--- src/rtl/tube_pkg.sv ---
// Shared constants for the R3 drain engine: FSM state encoding and default bus widths.
package tube_pkg;

    localparam int DEF_ADDR_W  = 16;
    localparam int DEF_COUNT_W = 16;

    localparam logic [2:0] S_IDLE = 3'd0;
    localparam logic [2:0] S_WAIT = 3'd1;
    localparam logic [2:0] S_RD0  = 3'd2;
    localparam logic [2:0] S_WR0  = 3'd3;
    localparam logic [2:0] S_RD1  = 3'd4;
    localparam logic [2:0] S_WR1  = 3'd5;
    localparam logic [2:0] S_FIN  = 3'd6;

endpackage

--- src/rtl/p_r3_dma_ctr.sv ---
// Destination address incrementer (wraps at 2**ADDR_W) and remaining-byte decrementer.
// Loads in one cycle; steps once per accepted memory write, never below zero.
module p_r3_dma_ctr
    import tube_pkg::*;
#(
    parameter int ADDR_W  = DEF_ADDR_W,
    parameter int COUNT_W = DEF_COUNT_W
) (
    input  logic               clk,
    input  logic               rst_n,
    input  logic               load,
    input  logic [ADDR_W-1:0]  load_addr,
    input  logic [COUNT_W-1:0] load_count,
    input  logic               step,
    output logic [ADDR_W-1:0]  addr,
    output logic [COUNT_W-1:0] count,
    output logic               zero,
    output logic               last
);

    assign zero = (count == '0);
    assign last = (count == COUNT_W'(1));

    always_ff @(posedge clk or negedge rst_n) begin
        if (!rst_n) begin
            addr  <= '0;
            count <= '0;
        end else if (load) begin
            addr  <= load_addr;
            count <= load_count;
        end else if (step && !zero) begin
            addr  <= addr + 1'b1;
            count <= count - 1'b1;
        end
    end

endmodule

--- src/rtl/p_r3_dma.sv ---
// Drains the host->parasite R3 FIFO into parasite memory, one or two bytes per FIFO grant;
// read strobe follows data-available by one cycle, writes hold until mem_ready. Option: P_R3_DMA_IRQ_EN.
module p_r3_dma
    import tube_pkg::*;
#(
    parameter int ADDR_W  = DEF_ADDR_W,
    parameter int COUNT_W = DEF_COUNT_W
) (
    input  logic               p_phi2,
    input  logic               p_rst_b,
    input  logic               start,
    input  logic               abort,
    input  logic [ADDR_W-1:0]  start_addr,
    input  logic [COUNT_W-1:0] byte_count,
    input  logic               one_byte_mode,
    input  logic               p_data_available,
    input  logic               p_two_bytes_available,
    input  logic [7:0]         p_data,
    output logic               p_selectData,
    output logic               p_rdnw,
    output logic [ADDR_W-1:0]  mem_addr,
    output logic [7:0]         mem_wdata,
    output logic               mem_we,
    input  logic               mem_ready,
    output logic               busy,
    output logic               done,
    output logic               aborted
`ifdef P_R3_DMA_IRQ_EN
    ,
    output logic               irq,
    input  logic               irq_ack
`endif
);

    logic [2:0]         state;
    logic [2:0]         next_state;
    logic               pair_mode;
    logic               rd_go;
    logic               accept;
    logic               ctr_load;
    logic               cnt_zero;
    logic               cnt_last;
    logic [COUNT_W-1:0] cnt_unused;

    assign accept   = mem_we & mem_ready;
    assign ctr_load = (state == S_IDLE) & start & ~abort;

    // The tail of an odd two-byte transfer only needs its first byte, so a lone byte suffices.
    assign rd_go = one_byte_mode ? p_data_available
                                 : (p_two_bytes_available | (cnt_last & p_data_available));

    p_r3_dma_ctr #(
        .ADDR_W  (ADDR_W),
        .COUNT_W (COUNT_W)
    ) u_ctr (
        .clk        (p_phi2),
        .rst_n      (p_rst_b),
        .load       (ctr_load),
        .load_addr  (start_addr),
        .load_count (byte_count),
        .step       (accept),
        .addr       (mem_addr),
        .count      (cnt_unused),
        .zero       (cnt_zero),
        .last       (cnt_last)
    );

    always_ff @(posedge p_phi2 or negedge p_rst_b) begin
        if (!p_rst_b) begin
            state <= S_IDLE;
        end else begin
            state <= next_state;
        end
    end

    always_comb begin
        next_state = state;
        case (state)
            S_IDLE: begin
                if (start) begin
                    next_state = (byte_count == '0) ? S_FIN : S_WAIT;
                end
            end
            S_WAIT: begin
                if (cnt_zero) begin
                    next_state = S_FIN;
                end else if (rd_go) begin
                    next_state = S_RD0;
                end
            end
            S_RD0: next_state = S_WR0;
            S_RD1: next_state = S_WR1;
            S_WR0: begin
                if (accept) begin
                    if (cnt_last) begin
                        next_state = S_FIN;
                    end else begin
                        next_state = pair_mode ? S_RD1 : S_WAIT;
                    end
                end
            end
            S_WR1: begin
                if (accept) begin
                    next_state = cnt_last ? S_FIN : S_WAIT;
                end
            end
            S_FIN:   next_state = S_IDLE;
            default: next_state = S_IDLE;
        endcase
        if (abort) begin
            next_state = S_IDLE;
        end
    end

    always_comb begin
        p_selectData = 1'b0;
        p_rdnw       = 1'b1;
        mem_we       = 1'b0;
        done         = 1'b0;
        busy         = (state != S_IDLE);
        case (state)
            S_RD0, S_RD1: p_selectData = 1'b1;
            S_WR0, S_WR1: mem_we       = 1'b1;
            S_FIN:        done         = 1'b1;
            default:      ;
        endcase
    end

    // Mode is latched on the grant so a mid-pair flag change waits for the next WAIT.
    always_ff @(posedge p_phi2 or negedge p_rst_b) begin
        if (!p_rst_b) begin
            mem_wdata <= '0;
            pair_mode <= 1'b0;
            aborted   <= 1'b0;
        end else begin
            if (p_selectData) begin
                mem_wdata <= p_data;
            end
            if ((state == S_WAIT) && rd_go) begin
                pair_mode <= ~one_byte_mode;
            end
            if (abort) begin
                aborted <= 1'b1;
            end else if ((state == S_IDLE) && start) begin
                aborted <= 1'b0;
            end
        end
    end

`ifdef P_R3_DMA_IRQ_EN
    always_ff @(posedge p_phi2 or negedge p_rst_b) begin
        if (!p_rst_b) begin
            irq <= 1'b0;
        end else if (done) begin
            irq <= 1'b1;
        end else if (irq_ack) begin
            irq <= 1'b0;
        end
    end
`endif

endmodule

--- config.mk ---
export PLATFORM = sky130hd
export DESIGN_NAME = p_r3_dma
export DESIGN_NICKNAME = d
export VERILOG_FILES = /design/src/rtl/tube_pkg.sv /design/src/rtl/p_r3_dma_ctr.sv /design/src/rtl/p_r3_dma.sv
export SDC_FILE = /design/constraint.sdc
export NUM_CORES = 1
export LEC_CHECK = 0
export CORE_MARGIN = 8
export CORE_UTILIZATION = 50
export CTS_CLUSTER_DIAMETER = 40
export DETAILED_ROUTE_END_ITERATION = 6
export GPL_ROUTABILITY_DRIVEN = 1
export PLACE_DENSITY = 0.83
export SLEW_MARGIN = 30
export SYNTH_ARGS = -nofsm -noshare
export SYNTH_HDL_FRONTEND = slang
export SYNTH_SLANG_ARGS = --single-unit
export TNS_END_PERCENT = 5
--- constraint.sdc ---
create_clock -name p_phi2 -period 4.3 [get_ports p_phi2]
set_input_delay 0.645 -clock p_phi2 [delete_from_list [all_inputs] [get_ports p_phi2]]
set_output_delay 0.645 -clock p_phi2 [all_outputs]
set_load 0.05 [all_outputs]
Word level (Yosys, flattened, before mapping):

Index checks and enable logic that the tools add are counted.
Widths: inputs -> output; s select.

* register bits after elaboration: 45
* bits of input ports: 48
* output and inout bits: 30
* logic and storage cells: 60

* equality and inequality tests: 11
* add/subtract/negate cells: 2
* bitwise operators: 7
* reduce and logical (&&, ||, !) cells: 13
* multiplexer cells: 21

Operator list (number)
* $mux 16: 4
* $logic_not 16->1: 2
* $mux 3: 10
* $pmux 3 s6: 1
* $add 16x1->16 const B: 1
* $eq 16x1->1 const B: 1
* $sub 16x1->16 const B: 1
* $eq 3x3->1 const B: 3
* $eq 3x2->1 const B: 2
* $mux 1: 6
* $ne 3x2->1 const B: 2
* $and 1x1->1: 4
* $ne 4x3->1 const B: 1
* $reduce_and 4->1: 1
* $reduce_bool 2->1: 2
* $reduce_or 2->1: 2
* $eq 3x1->1 const B: 1
* $logic_and 1x1->1: 3
* $logic_not 3->1: 1
* $ne 3x3->1 const B: 1
* $reduce_bool 3->1: 1
* $not 1->1: 2
* $logic_not 1->1: 1
* $or 1x1->1: 1

Logic depth before layout (Yosys ltp):

Gate-level depths: netlist of run 1.

* word-level depth: 8
* gate-level depth with buffers: 9
* gate-level depth less buffers: 7

Modules after synthesis:

A second synthesis of run 1 with hierarchy kept.

* cell total of the unflattened synthesis: 325
* area total of the unflattened synthesis: 2974.1 um2

Modules (own cells, without submodules)
* p_r3_dma_ctr: cells each 244, sequential area each 800.8 um2, times used 1, area each 2099.5 um2
* p_r3_dma: cells each 81, sequential area each 325.3 um2, times used 1, area each 874.6 um2

Worst setup path before layout of run 1:

No wires, ideal clock.

* kind: register to register
* start: reg u_ctr.count[6]
* end: reg u_ctr.count[11]
* library setup time: 0.126 ns
* setup slack: 1.896 ns
* data arrival time: 2.278 ns
* clock period less this slack: 2.404 ns
* cell stages (with the launch flop): 9
* path buffers: 3
* data required time: 4.174 ns
* cells stage by stage: dfrtp_1 > or4_1 > buf_2 > or4_4 > buf_6 > nand2_4 > buf_6 > nor2_2 > a221o_1

* cells in the longest elaborated chain, start to end: 4
* elaborated cells on any way between the ends: 7
* classes of those cells: 1 x add/sub; 2 x mux; 4 x reduce/logical

Ends and longest elaborated chain
* start: declaration: RTL line p_r3_dma_ctr.sv:16 `output logic [COUNT_W-1:0] count,`
* start signal: assignment: RTL line p_r3_dma_ctr.sv:30 `count <= load_count;`
* start signal: assignment: RTL line p_r3_dma_ctr.sv:33 `count <= count - 1'b1;`
* branches (longest 4 deep; another with $sub 16x1->16)

Several ways; the timed one is not identified. The select of a mux whose other input is x is not followed.
A chain may end at the register's enable or synchronous reset.

Worst setup path in the final report of run 1:

* start: reg state[1]
* end: out p_selectData

* cells in the longest elaborated chain, start to end: 3
* elaborated cells on any way between the ends: 4
* classes of those cells: 2 x eq/ne; 1 x mux; 1 x reduce/logical

Ends and longest elaborated chain
* start: declaration: RTL line p_r3_dma.sv:35 `logic [2:0] state;`
* start signal: assignment: RTL line p_r3_dma.sv:72 `state <= next_state;`
* $eq 3x2->1 / $eq 3x3->1 (equally long branches): RTL line p_r3_dma.sv:121 `case (state)`
* $reduce_or 2->1 (*): RTL line p_r3_dma.sv:121
* $mux 1 (*): RTL line p_r3_dma.sv:121
* end: declaration: RTL line p_r3_dma.sv:19 `output logic p_selectData,`

Every way passes the cells marked *; elsewhere a longest branch is shown, timed or not.

==> results of run 1 <==
[worst max path at each step]
stage / to / slack [ns] / cells after the start
2_1_floorplan: u_ctr.count[11] / 1.90 / 8
3_3_place_gp: p_selectData / 1.52 / 3
3_5_place_dp: p_selectData / 1.46 / 3
4_1_cts: p_selectData / 1.13 / 3
5_1_grt: p_selectData / 1.01 / 3
6_report: p_selectData / 1.16 / 3
[layout make-up]
cell class,instances,share of cell area (%)
flip-flops and latches,45,31.33
well taps,72,2.506
inverters,11,1.149
clock buffers,5,1.914
repair buffers,78,21.51
clock inverters,3,0.6961
multi-input cells,230,40.90
[placed cells by master (no fill, tap or decap), types with 2 or more instances in the layout]
| master | instances |
|---|---|
| nand3_1 | 9 |
| nand2_1 | 28 |
| nor4_1 | 8 |
| xnor2_1 | 2 |
| nand4_1 | 5 |
| o21ai_1 | 7 |
| xor2_1 | 5 |
| a32o_1 | 2 |
| or3b_2 | 4 |
| and2_1 | 4 |
| clkdlybuf4s50_1 | 75 |
| o211ai_1 | 3 |
| o21ai_0 | 20 |
| nor2b_1 | 3 |
| a21o_1 | 7 |
| mux2_2 | 8 |
| a221o_1 | 12 |
| nor3b_1 | 4 |
| inv_1 | 11 |
| and4_1 | 2 |
| a21oi_1 | 10 |
| o221ai_1 | 3 |
| ha_1 | 4 |
| or3_1 | 3 |
| or4_1 | 5 |
| dfrtp_1 | 45 |
| and3_1 | 7 |
| nand2b_1 | 2 |
| nor2_1 | 26 |
| buf_4 | 3 |
| nor3_1 | 11 |
| o31a_1 | 4 |
| a22o_1 | 2 |
| clkbuf_8 | 5 |
[stage by stage]
step | instance area, sq um | total power, mW
finish | 3595 | 2.527
floorplan | 2726 | 1.781
detailed placement | 3501 | 2.254
global placement | 3498 | 2.222
CTS | 3595 | 2.531
global route | 3595 | 2.682
[report_power, final]
| part | total (mW) | internal [mW] | switching, mW | leakage [nW] |
|---|---|---|---|---|
| sequential | 0.863 | 0.626 | 0.237 | 0.551 |
| combinational | 1.39 | 0.542 | 0.845 | 0.828 |
| clock | 0.278 | 0.118 | 0.160 | 0.0447 |
[state kept, by name, summed over array words and instances (netlist names)]
signal,flops
aborted,1
mem_wdata,8
pair_mode,1
state,3
u_ctr.addr,16
u_ctr.count,16
[cells by family (layout without fill, tap and decap cells)]
kind of cell               count (synthesis)  in the layout  synth area share, %
AOI/OAI and AO/OA                         81             81                20.74
and+or+nand+nor                          128            128                25.29
muxes                                      9              9                3.672
buffers and inverters                     28             97                4.773
other                                      1              1               0.1375
adders and majority gates                  4              4                1.836
DFF                                       45             45                41.30
xor gates and xnor gates                   7              7                2.249
[layer usage]
| layer | vias to the layer above | part of all wire, % |
|---|---|---|
| met2 | 110 | 47 |
| li1 | 1253 | - |
| met1 | 1319 | 45 |
| met4 | 0 | 1.8 |
| met3 | 14 | 5.4 |
| met5 | - | 0 |
[critical path, cell delays in order (launching register included)]
cell	delay [ns]
dfrtp_1	0.59
xnor2_1	0.14
nor2_1	0.52
clkdlybuf4s50_1	0.93
==> metrics.md, run 1 <==
| Metric | Value |
|---|---|
| Run status | complete, no violations |
| Type of the worst min-delay path | primary input to asynchronous set/reset pin |
| Top cells by count, synth | dfrtp_1 (45), nand2_1 (28), nor2_1 (26) |
| Hold_buf cts | 0 |
| Setup CP Type | register to output port |
| Category of the worst setup path capture point | output port |
| Iteration-0 DRC count of the detailed router | 205 |
| Syn Std Cell Area | 2726 sq um |
| Synth Flop Type | dfrtp_1 |
| Peak-usage layer in the global routing report | met2 |
| Power density cells | 703.1 nW/um^2 |
| Layout overhead on the synthesized area | 31.85% |
| DRC violation count after routing | 0 |
| Slew Limit Headroom | 43.72% |
| DP Worst Slack | 1.464 ns |
| Portion of the clock cycle consumed by the worst path in the final layout | 72.93% |
| Syn. warnings | 0 |
| Number of distinct standard cells referenced by the synthesized netlist | 56 |
| Master cell of the clock root buffer | clkbuf_8 |
| Post-synth EDFFs | 0 |
| Met1 Track Usage GR | 25.15% |
| Count of antenna diodes in the layout | 0 |
| Max-capacitance violation count | 0 |
| Critical R2R Launch | u_ctr.count[6] |
| Register Area | 1126 sq um |
| Largest net degree at the start of global routing | 46 |
| Depth of the worst register-to-register path | 5 |
| Setup slack, reg-to-reg | 1.55 ns |
| Fmax achieved | 318.9 MHz |
| Share of the yosys chip area belonging to registers | 41.30% |
| Placed cells | 436 |
| Min Hold Slack | 0.3337 ns |
| Die Span X | 89.84 microns |
| Net total in the final layout | 423 |
| Number of primary I/O pins | 78 |
| Placed wire-length estimate | 5685 microns |
| Area occupied by multi-input gates | 1470 sq um |
| Number of buffers added for setup after CTS | 0 |
| Met2 routing resource usage after global routing | 29.75% |
| Number of pins with negative max-slew slack in the final report | 0 |
| First-pass detailed-route iteration total | 4 |
| Antenna violations before repair | 0 |
| Effective utilization at floorplan | 50.76% |
| Drt via density | 6.072 |
| Leak | 1.423 nW |
| Top cell type's share of synthesized area | 41.30% |
| Std-Cell Core Area | 5371 sq um |
| Met3 track demand over resource in global routing | 3.658% |
| RSZ-0062 raised after global routing | false |
| CP max FO | 14 |
| Inserted Clock Buffers | 5 |
| Critical path arrival | 2.49 ns |
| Placement Rows | 27 |
| GRT Residual Overflow | 0 |
| Routability Congestion | 0.8867 |
| Clock transition at the register clock pins on the worst setup and hold paths after CTS | 0.09 ns |
| Synth async-reset ratio | 100.0% |
| Nature of the critical path startpoint | register |
| Remaining antenna violation count | 0 |
| Net count after synthesis | 355 |
| Post-Layout Cell Count | 444 |
| Skew-Pair Late Insertion Delay | 0.31 ns |
| Worst Setup SP | state[1] |
| Final setup viols | 0 |
| Die outline height | 89.84 microns |
| Total Neg Setup Slack | 0 ns |
| Share of post-route cells with drive strength above 1 | 8.065% |
| Routed length per placed instance | 17.20 microns |
| Peak supply drop | 0.4551 mV |
| Reg-to-reg critical path endpoint | u_ctr.count[13] |
| TritonCTS clock tree | yes |
| Final hold viol count | 0 |
| TritonCTS Sinks | 45 |
| Worst Max-Slew Pin Slew | 0.8411 ns |
| Clock Tree Buf Depth | 2 |
| Synthesized area per cell | 8.998 sq um |
| Total of fill cells in the finished design | 415 |
| Via count of the first global-routing pass | 2,550 |
| Count of buffers from port buffering | 76 |
| Total of cells resized after clock tree synthesis | 0 |
| Top post-synthesis cells by area | dfrtp_1 (41%), a221o_1 (4.4%), nand2_1 (3.9%) |
| Number of flip-flops and latches in the synthesized netlist | 45 |
| Die Footprint | 8071 sq um |
| Utilization of the core after routing | 66.92% |
| Layout Skew | 0.008957 ns |
| Overall routing resource usage | 18.99% |
| Most frequent cell after synthesis | dfrtp_1 |
| Min Tclk post-route | 3.136 ns |
| Via count of the routed design | 2,696 |
| WP data required | 3.65 ns |
| Top cell type by total area after synthesis | dfrtp_1 |
| Detailed-route wire length | 7636 microns |
| H-tree depth | 2 |
| Final worst-path setup slack | 1.164 ns |
| Wire length of the first global-routing pass | 13,020 microns |
| Number of instances in the synthesized netlist | 303 |
Power figures use the tool's default switching activity.
==> run 2: changes to the inputs <==
--- a/config.mk
+++ b/config.mk
@@ -6,11 +6,11 @@
 export NUM_CORES = 1
 export LEC_CHECK = 0
 export CORE_MARGIN = 8
-export CORE_UTILIZATION = 50
+export CORE_UTILIZATION = 43
 export CTS_CLUSTER_DIAMETER = 40
 export DETAILED_ROUTE_END_ITERATION = 6
 export GPL_ROUTABILITY_DRIVEN = 1
-export PLACE_DENSITY = 0.83
+export PLACE_DENSITY = 0.76
 export SLEW_MARGIN = 30
 export SYNTH_ARGS = -nofsm -noshare
 export SYNTH_HDL_FRONTEND = slang
==> constraint.sdc (replaced) <==
create_clock -name p_phi2 -period 2.53 [get_ports p_phi2]
set_input_delay 0.3795 -clock p_phi2 [delete_from_list [all_inputs] [get_ports p_phi2]]
set_output_delay 0.3795 -clock p_phi2 [all_outputs]
set_load 0.05 [all_outputs]
==> run 2 against run 1 <==
Effect of this change: sequential power rose by 69%; critical path depth up 5; utilization down 5.8 points; design area increased by 6.1%; die area up 13%; first-iteration DRC count is 0.98% higher; cell count rose by 6.5%; critical path type is now register to register.
==> metrics.md, run 2 (same netlist as run 1, synthesis figures left out) <==
| Metric | Value |
|---|---|
| Switching share of power | 48.36% |
| WP data required | 2.72 ns |
| Detailed-route wire length | 8121 microns |
| Net total in the final layout | 447 |
| Share of power burned in the clock network | 10.5% |
| Inserted Clock Buffers | 5 |
| Antenna violations before repair | 0 |
| Nature of the critical path startpoint | register |
| Leading cell types in the layout, fill and taps excluded | clkdlybuf4s50_1 (74), dfrtp_1 (43), nand2_1 (28), nor2_1 (26), buf_4 (25) |
| Layout Skew | 0.008055 ns |
| Drt via density | 5.658 |
| Number of primary I/O pins | 78 |
| Total Neg Setup Slack | 0 ns |
| Worst Max-Slew Pin Slew | 0.5811 ns |
| Std-Cell Core Area | 6241 sq um |
| DP Worst Slack | 0.03583 ns |
| Final hold viol count | 0 |
| Via count of the routed design | 2,676 |
| Layout overhead on the synthesized area | 39.93% |
| Clock Tree Buf Depth | 2 |
| Portion of the clock cycle consumed by the worst path in the final layout | 97.05% |
| Remaining antenna violation count | 0 |
| Critical path arrival | 2.64 ns |
| Leak | 1.546 nW |
| Die outline height | 95.63 microns |
| Final setup viols | 0 |
| Utilization of the core after routing | 61.13% |
| Routed length per placed instance | 17.17 microns |
| Run status | complete, no violations |
| GRT Residual Overflow | 0 |
| Largest net degree at the start of global routing | 46 |
| Via count of the first global-routing pass | 2,711 |
| Die Span X | 95.63 microns |
| Routability Congestion | 0.8685 |
| H-tree depth | 2 |
| Effective utilization at floorplan | 43.68% |
| Internal power | 2.299 mW |
| Min Hold Slack | 0.1546 ns |
| Share of power burned in registers | 32.7% |
| Max-capacitance violation count | 0 |
| DRC violation count after routing | 0 |
| Die Footprint | 9144 sq um |
| Combinational power share | 56.8% |
| Most common library cell in the layout ignoring fill and taps | clkdlybuf4s50_1 |
| First-pass detailed-route iteration total | 4 |
| CP max FO | 6 |
| TritonCTS Sinks | 45 |
| Setup CP Type | register to register |
| Skew-Pair Late Insertion Delay | 0.30 ns |
| Count of antenna diodes in the layout | 0 |
| RSZ-0062 raised after global routing | false |
| Number of pins with negative max-slew slack in the final report | 0 |
| Clock transition at the register clock pins on the worst setup and hold paths after CTS | 0.09 ns |
| Biggest regs | u_ctr.addr (16), u_ctr.count (16), mem_wdata (8) |
| Post-route total power | 4.451 mW |
| Power density cells | 1167 nW/um^2 |
| Category of the worst setup path capture point | register |
| Net Switching | 2.152 mW |
| Fmax achieved | 407.3 MHz |
| Peak supply drop | 0.7631 mV |
| Min Tclk post-route | 2.455 ns |
| Placement Rows | 29 |
| Final worst-path setup slack | 0.07466 ns |
| Type of the worst min-delay path | primary input to asynchronous set/reset pin |
| Wire length of the first global-routing pass | 13,120 microns |
| Iteration-0 DRC count of the detailed router | 207 |
| Master cell of the clock root buffer | clkbuf_8 |
| Share of post-route cells with drive strength above 1 | 14.90% |
| Slew Limit Headroom | 61.26% |
| Count of buffers from port buffering | 76 |
| Placed wire-length estimate | 6204 microns |
| Overall routing resource usage | 17.96% |
| TritonCTS clock tree | yes |
[run 2: cell count changes in the layout (fill, tap and decap cells not counted), moves of 2 or more]
cell and change:
inv_1 -2, buf_4 +22, buf_12 +2, dfrtp_1 -2, inv_2 +2, dfrtp_2 +2
[run 2: path summary, 6_finish.rpt]
kind	start	to	slack, ns	depth (start not counted)
hold / removal	p_rst_b	u_ctr.count[0]	0.15	2
hold reg to reg	aborted	aborted	0.51	2
max in group asynchronous	p_rst_b	state[1]	1.95	2
setup / recovery	u_ctr.count[0]	u_ctr.count[11]	0.07	8
setup reg to reg	u_ctr.count[0]	u_ctr.count[11]	0.07	8
min in group p_phi2	aborted	aborted	0.51	2
[run 2: cell type report]
type / instances / area (sq um)
Fill cell: 530 / 2426
Multi-Input combinational cell: 230 / 1481
Sequential cell: 45 / 1129
Timing Repair Buffer: 102 / 973.4
Tap cell: 77 / 96.34
Clock buffer: 5 / 68.82
Inverter: 11 / 41.29
Clock inverter: 3 / 25.02
[run 2: routing by layer]
metal / up-vias / wire [microns] / track usage (%)
li1: 1306 / - / -
met1: 1286 / 3520 / 23.31
met2: 79 / 3991 / 29.71
met3: 5 / 568 / 4.173
met4: 0 / 41 / 3.841
met5: - / 0 / 0
[run 2: metrics by stage]
stage | instance area [sq um] | std cells
floorplan | 2726 | 303
global placement | 3677 | 461
detailed placement | 3677 | 461
CTS | 3771 | 469
global route | 3815 | 473
finish | 3815 | 473
[run 2: power by group through the flow]
stage	clock network (mW)	registers [mW]	logic, mW
2_1_floorplan	0	2.04	0.992
3_3_place_gp	0	1.44	2.47
3_5_place_dp	0	1.46	2.51
4_1_cts	0.486	1.44	2.52
5_1_grt	0.518	1.52	2.68
6_report	0.469	1.46	2.53
[run 2: worst max-delay path: stages, from the launching register on]
cell,delay [ns]
dfrtp_1,0.42
inv_2,0.10
ha_1,0.17
or3b_4,0.40
or4_4,0.58
nand2_8,0.13
buf_4,0.14
nor2_2,0.05
a221o_1,0.35
[run 2: timing repair]
| action | 4_1_cts | 5_1_grt |
|---|---|---|
| hold buffers | 0 | 0 |
| setup endpoints to repair | 0 | 12 |
| buffers inserted | 0 | 4 |
| resized for setup | 0 | 8 |
